==> src/rtl/norm_pkg.sv <==
// rtl/norm_pkg.sv - shared types and constants for the row normalization block
package norm_pkg;

  // Sequencer states: read/accumulate, cross-core sync, re-read/divide, write back
  typedef enum logic [2:0] {
    IDLE   = 3'd0,
    ACC_RD = 3'd1,
    ACC    = 3'd2,
    SYNC   = 3'd3,
    DIV_RD = 3'd4,
    DIV    = 3'd5,
    WB     = 3'd6,
    DONE   = 3'd7
  } norm_state_e;

  // Datapath widths shared with the norm datapath
  localparam int SUM_W  = 20;
  localparam int PSUM_W = 16;

  // States in which the psum memory is read
  function automatic logic is_rd_state(input norm_state_e s);
    return (s == ACC_RD) || (s == DIV_RD);
  endfunction

endpackage

==> src/rtl/norm_ctrl.sv <==
// rtl/norm_ctrl.sv - per-row normalization sequencer with cross-core sum sync
module norm_ctrl
  import norm_pkg::*;
#(
  parameter int ROWS   = 8,
  parameter int ADDR_W = 4,
  parameter int CNT_W  = 4
) (
  input  logic              clk,
  input  logic              reset,
  input  logic              start,
  input  logic              solo,
  input  logic [ADDR_W-1:0] rd_base,
  input  logic [ADDR_W-1:0] wr_base,
  output logic              pmem_rd,
  output logic [ADDR_W-1:0] pmem_addr,
  output logic              norm_acc,
  output logic              norm_div,
  output logic              omem_wr,
  output logic [ADDR_W-1:0] omem_addr,
  output logic              sync_out,
  input  logic              sync_in,
  output logic              busy,
  output logic              done,
  output logic [CNT_W-1:0]  row
);

  localparam logic [CNT_W-1:0] LAST_ROW = CNT_W'(ROWS - 1);

  norm_state_e       state_q, state_d;
  logic [CNT_W-1:0]  row_q, row_d;
  logic [ADDR_W-1:0] rd_base_q, rd_base_d;
  logic [ADDR_W-1:0] wr_base_q, wr_base_d;

  logic              pmem_rd_q, pmem_rd_d;
  logic [ADDR_W-1:0] pmem_addr_q, pmem_addr_d;
  logic              norm_acc_q, norm_acc_d;
  logic              norm_div_q, norm_div_d;
  logic              omem_wr_q, omem_wr_d;
  logic [ADDR_W-1:0] omem_addr_q, omem_addr_d;
  logic              sync_out_q, sync_out_d;
  logic              busy_q, busy_d;
  logic              done_q, done_d;

  // Next state, row counter and base latching; start only counts in IDLE
  always_comb begin
    state_d   = state_q;
    row_d     = row_q;
    rd_base_d = rd_base_q;
    wr_base_d = wr_base_q;
    case (state_q)
      IDLE: begin
        if (start) begin
          rd_base_d = rd_base;
          wr_base_d = wr_base;
          row_d     = '0;
          state_d   = ACC_RD;
        end
      end
      ACC_RD: state_d = ACC;
      ACC:    state_d = SYNC;
      SYNC: begin
        if (sync_in || solo) begin
          state_d = DIV_RD;
        end
      end
      DIV_RD: state_d = DIV;
      DIV:    state_d = WB;
      WB: begin
        if (row_q == LAST_ROW) begin
          state_d = DONE;
        end else begin
          row_d   = row_q + 1'b1;
          state_d = ACC_RD;
        end
      end
      DONE:    state_d = IDLE;
      default: state_d = IDLE;
    endcase
  end

  // Outputs decoded from the next state so they line up with the state once registered
  always_comb begin
    pmem_rd_d   = is_rd_state(state_d);
    pmem_addr_d = pmem_rd_d ? rd_base_d + ADDR_W'(row_d) : '0;
    norm_acc_d  = (state_d == ACC);
    norm_div_d  = (state_d == DIV);
    omem_wr_d   = (state_d == WB);
    omem_addr_d = omem_wr_d ? wr_base_d + ADDR_W'(row_d) : '0;
    sync_out_d  = (state_d == SYNC);
    busy_d      = (state_d != IDLE);
    done_d      = (state_d == DONE);
  end

  // State, counter, bases and registered outputs; reset aborts a pass silently
  always_ff @(posedge clk) begin
    if (reset) begin
      state_q     <= IDLE;
      row_q       <= '0;
      rd_base_q   <= '0;
      wr_base_q   <= '0;
      pmem_rd_q   <= 1'b0;
      pmem_addr_q <= '0;
      norm_acc_q  <= 1'b0;
      norm_div_q  <= 1'b0;
      omem_wr_q   <= 1'b0;
      omem_addr_q <= '0;
      sync_out_q  <= 1'b0;
      busy_q      <= 1'b0;
      done_q      <= 1'b0;
    end else begin
      state_q     <= state_d;
      row_q       <= row_d;
      rd_base_q   <= rd_base_d;
      wr_base_q   <= wr_base_d;
      pmem_rd_q   <= pmem_rd_d;
      pmem_addr_q <= pmem_addr_d;
      norm_acc_q  <= norm_acc_d;
      norm_div_q  <= norm_div_d;
      omem_wr_q   <= omem_wr_d;
      omem_addr_q <= omem_addr_d;
      sync_out_q  <= sync_out_d;
      busy_q      <= busy_d;
      done_q      <= done_d;
    end
  end

  assign pmem_rd   = pmem_rd_q;
  assign pmem_addr = pmem_addr_q;
  assign norm_acc  = norm_acc_q;
  assign norm_div  = norm_div_q;
  assign omem_wr   = omem_wr_q;
  assign omem_addr = omem_addr_q;
  assign sync_out  = sync_out_q;
  assign busy      = busy_q;
  assign done      = done_q;
  assign row       = row_q;

endmodule

==> config.mk <==
export PLATFORM = sky130hd
export DESIGN_NAME = norm_ctrl
export DESIGN_NICKNAME = d
export VERILOG_FILES = /design/src/rtl/norm_pkg.sv /design/src/rtl/norm_ctrl.sv
export SDC_FILE = /design/constraint.sdc
export NUM_CORES = 1
export LEC_CHECK = 0
export BUFFER_PORTS_ARGS = -buffer_cell sky130_fd_sc_hd__buf_4
export CAP_MARGIN = 20
export CORE_MARGIN = 4
export CORE_UTILIZATION = 56
export CTS_CLUSTER_DIAMETER = 120
export CTS_CLUSTER_SIZE = 10
export DETAILED_ROUTE_END_ITERATION = 10
export GPL_TIMING_DRIVEN = 0
export PLACE_DENSITY = 0.83
export SLEW_MARGIN = 20
export SYNTH_ARGS = -nofsm -noshare
export SYNTH_HDL_FRONTEND = slang
export SYNTH_SLANG_ARGS = --single-unit
==> constraint.sdc <==
create_clock -name clk -period 5.75 [get_ports clk]
set_clock_uncertainty 0.1 [all_clocks]
set_input_delay 0.575 -clock clk [delete_from_list [all_inputs] [get_ports clk]]
set_output_delay 0.575 -clock clk [all_outputs]
set_load 0.01 [all_outputs]
==> summary.txt <==
Synthesis
  • Yosys top cell by area: dfxtp_1
  • Combinational family with the most area after synthesis: simple AND/OR/NAND/NOR gates
  • Top cell type's share of synthesized area: a little over two fifths
  • Post-synthesis mux area share: 8.85%
  • Netlist cell types: 38
  • Post-Synthesis Cells: approximately 140
  • Avg Cell Area, Syn: approximately 10 µm²
  • Post-synthesis simple-gate area fraction: 19.6%
  • #FFs+latches synth: 30
  • Post-Synth Adder-Cell Area: 9.31%
  • Synth Area in Compound Gates: 8.58%
  • Post-Synth XOR/XNOR Area: 3.83%
  • Mapped Area: 1370 µm²
  • Post-Syn Nets: 160
  • Synth area leaders: dfxtp_1, ha_1, nor2_1, mux2i_1, mux2_1
  • Sequential area share after synthesis: a little over two fifths
  • Yosys warnings: 0

Floorplan
  • IO Count: 32
  • Die area: ~3300 µm²
  • Core area: about 2300 µm²
  • Rows: 17
  • Height of the die: 57.5 µm
  • Initial core utilization: 60.3%
  • Die width: between 50 and 60 µm

Drt
  • Final WL: between 2000 and 3000 µm
  • DRT iter0 DRCs: 18
  • DRT antenna net count: 0
  • Avg WL per Cell: between 10 and 15 µm
  • Via Count: between 1k and 1.5k
  • DRC Markers: 0
  • Initial DRT Pass Iterations: 5
  • Vias/cell: ~5.2

Layout
  • Register area: approximately 600 µm²
  • Syn-to-layout area delta: 24.2%
  • Fin nets: between 150 and 200
  • Most common cell after layout, fill and taps aside: buf_4
  • Ant. Diodes: 0
  • Layout cells sized above 1: between 20% and 30%
  • Final Util: around 75%
  • Design area: between 1500 and 2000 µm²
  • Area of the multi-input gates: 688 µm²
  • Commonest non-fill, non-tap cells in the layout: buf_4, dfxtp_1, nor2_1
  • Filler Cell Count: 176

Clock network
  • H-tree depth: 2
  • Clock Tree Buf Depth: 2
  • Clock Latency Late Sink: 320 ps
  • Cts bufs inserted: 5
  • Setup bufs post-CTS: 0
  • # clock sinks: 30
  • Clk root buf: clkbuf_4
  • Clock tree from TritonCTS: done
  • Reg clk slew, reported paths: roughly 90 ps
  • Post-cts gate resize count: 0
  • CTS Hold Bufs: 0

Power and ir drop
  • Int Power: approximately 300 µW
  • Comb pwr share: 16.3%
  • Clock group share of total power: a little under a third
  • Total power: between 400 and 500 µW
  • P_leak: just over 0.8 nW
  • Sequential share of power: ~53%
  • Sw Ratio: a little over a quarter
  • Maximum vdd drop: 193 µV
  • Pwr dens: 247 nW/µm²
  • NetSw: around 110 µW

Placed design
  • Dpl ws: between 2000 and 3000 ps
  • Hpwl dp: ~2200 µm
  • Placed cell area: roughly 1600 µm²
  • I/O Buffers: 31
  • Placer congestion estimate: between 0.8 and 0.9

Timing
  • Final setup vio count: 0
  • RSZ-0062 raised after global routing: false
  • Final hold viol count: 0
  • Final WS setup: 2770 ps
  • Tightest Pin Transition: a little over 600 ps
  • Final Critical Period: 2980 ps
  • Rel. slew slack: roughly three fifths
  • Fmax: 0.335 GHz
  • Slew Viols, Final: 0
  • Final period util: between 50% and 60%
  • TNS Setup: 0 ps

GRT
  • Pin count of the biggest net entering global routing: 11
  • First-pass GRT wire length: ~4700 µm
  • M3 GR Usage: approximately 6.6%
  • Met2 Usage GRT: between 20% and 30%
  • Met1 Use GR: about a quarter
  • Gr usage total: 18.6%
  • Antenna violations before repair: 0
  • Vias in the first global route: ~1000
  • Gr ovfl total: 0
  • GR peak layer: met2

Worst hold path
  • Type of the most critical hold path: register to register
  • Hold_sp: wr_base_q[3]
  • Hold Path Stages: 2

Critical path
  • Crit path from: row[0]
  • Slowest cell on the critical path: a21oi_1
  • Req. time, crit path: ~5900 ps
  • Startpoint Class: register
  • Worst Setup End Kind: register
  • WS Path Type: register to register
  • CP max FO: 5
  • Worst path cell trace: ha_1 -> nand3b_1 -> and2_1 -> a21oi_1 -> inv_1 -> ha_1 -> a21o_1 -> a21oi_1 -> xor2_1 -> xnor2_1 -> nor2_1
  • Critical path arrival: around 3000 ps
  • Reg2Reg Depth: 11
  • CP max stage delay: 450 ps
  • RR Startpoint: row[0]

Flow run
  • # Max-Cap Violations: 0

Status
  • Status: complete, no violations
[state kept, by name, indices dropped and copies added, names as in the netlist, 3 cells and up]
name / cells
omem_addr: 4
pmem_addr: 4
rd_base_q: 4
row: 4
wr_base_q: 4
state_q: 3
[critical path, delay by kind of cell (launching register included)]
| family | cells | cell delay, ps |
|---|---|---|
| AND/OR/NAND/NOR | 3 | 480 |
| AO/OA/AOI/OAI | 3 | 810 |
| XOR/XNOR | 2 | 390 |
| flip-flops | 1 | 430 |
| adder cells (fa/ha/maj) | 2 | 530 |
| buffers and inverters | 1 | 140 |
[Yosys cell counts, drive strengths merged]
master   instances
dfxtp           30
nor2            22
inv             10
a21oi            7
ha               7
nor2b            7
mux2             6
mux2i            5
nand2            5
buf              4
nor3             4
xor2             4
a21o             2
and2             2
clkbuf           2
fa               2
nand2b           2
xnor2            2
a2111oi          1
a211oi           1
a21bo            1
a311o            1
a311oi           1
and3b            1
nand3b           1
nand4            1
nor3b            1
nor4             1
nor4b            1
o211a            1
o21ai            1
o31ai            1
or2              1
[power groups by stage]
stage / clock network, mW / logic, mW / registers, mW
global placement: 0 / 0.0664 / 0.226
global route: 0.149 / 0.0751 / 0.223
detailed placement: 0 / 0.0678 / 0.226
finish: 0.132 / 0.0685 / 0.221
CTS: 0.136 / 0.0685 / 0.221
floorplan: 0 / 0.0441 / 0.228
[cell type report]
type / count / share of cell area [%]
plain buffers: 6 / 2.65
clock buffers: 6 / 3.01
clock inverters: 2 / 0.735
inverters: 10 / 2.20
multi-input cells: 92 / 40.4
flip-flops and latches: 30 / 35.3
well taps: 28 / 2.06
repair buffers: 31 / 13.7
[per-layer routing]
layer  part of all wire, %  vias to the layer above
met1                    47                      486
met5                     0                        -
met2                    46                       35
met4                  0.56                        0
met3                   6.4                        2
li1                      -                      535
[stage by stage]
stage               instances  hold slack, ps
global placement          197             391
finish                    205             438
detailed placement        197             418
CTS                       205             424
floorplan                 138             374
global route              205             425
[path summary, 6_finish.rpt]
| kind | endpoint | slack, ps |
|---|---|---|
| setup / recovery | pmem_addr[3] | 2770 |
| hold / removal | wr_base_q[3] | 440 |
| setup reg to reg | pmem_addr[3] | 2770 |
| hold reg to reg | wr_base_q[3] | 440 |
[cells by family (layout without fill, tap and decap cells)]
kind of cell             Yosys count  after routing
XOR/XNOR                           6              6
flip-flops                        30             30
adder cells (fa/ha/maj)            9              9
buffers and inverters             16             55
AO/OA/AOI/OAI                     17             17
multiplexers                      11             11
AND/OR/NAND/NOR                   49             49
(Power assumes the default switching activity.)
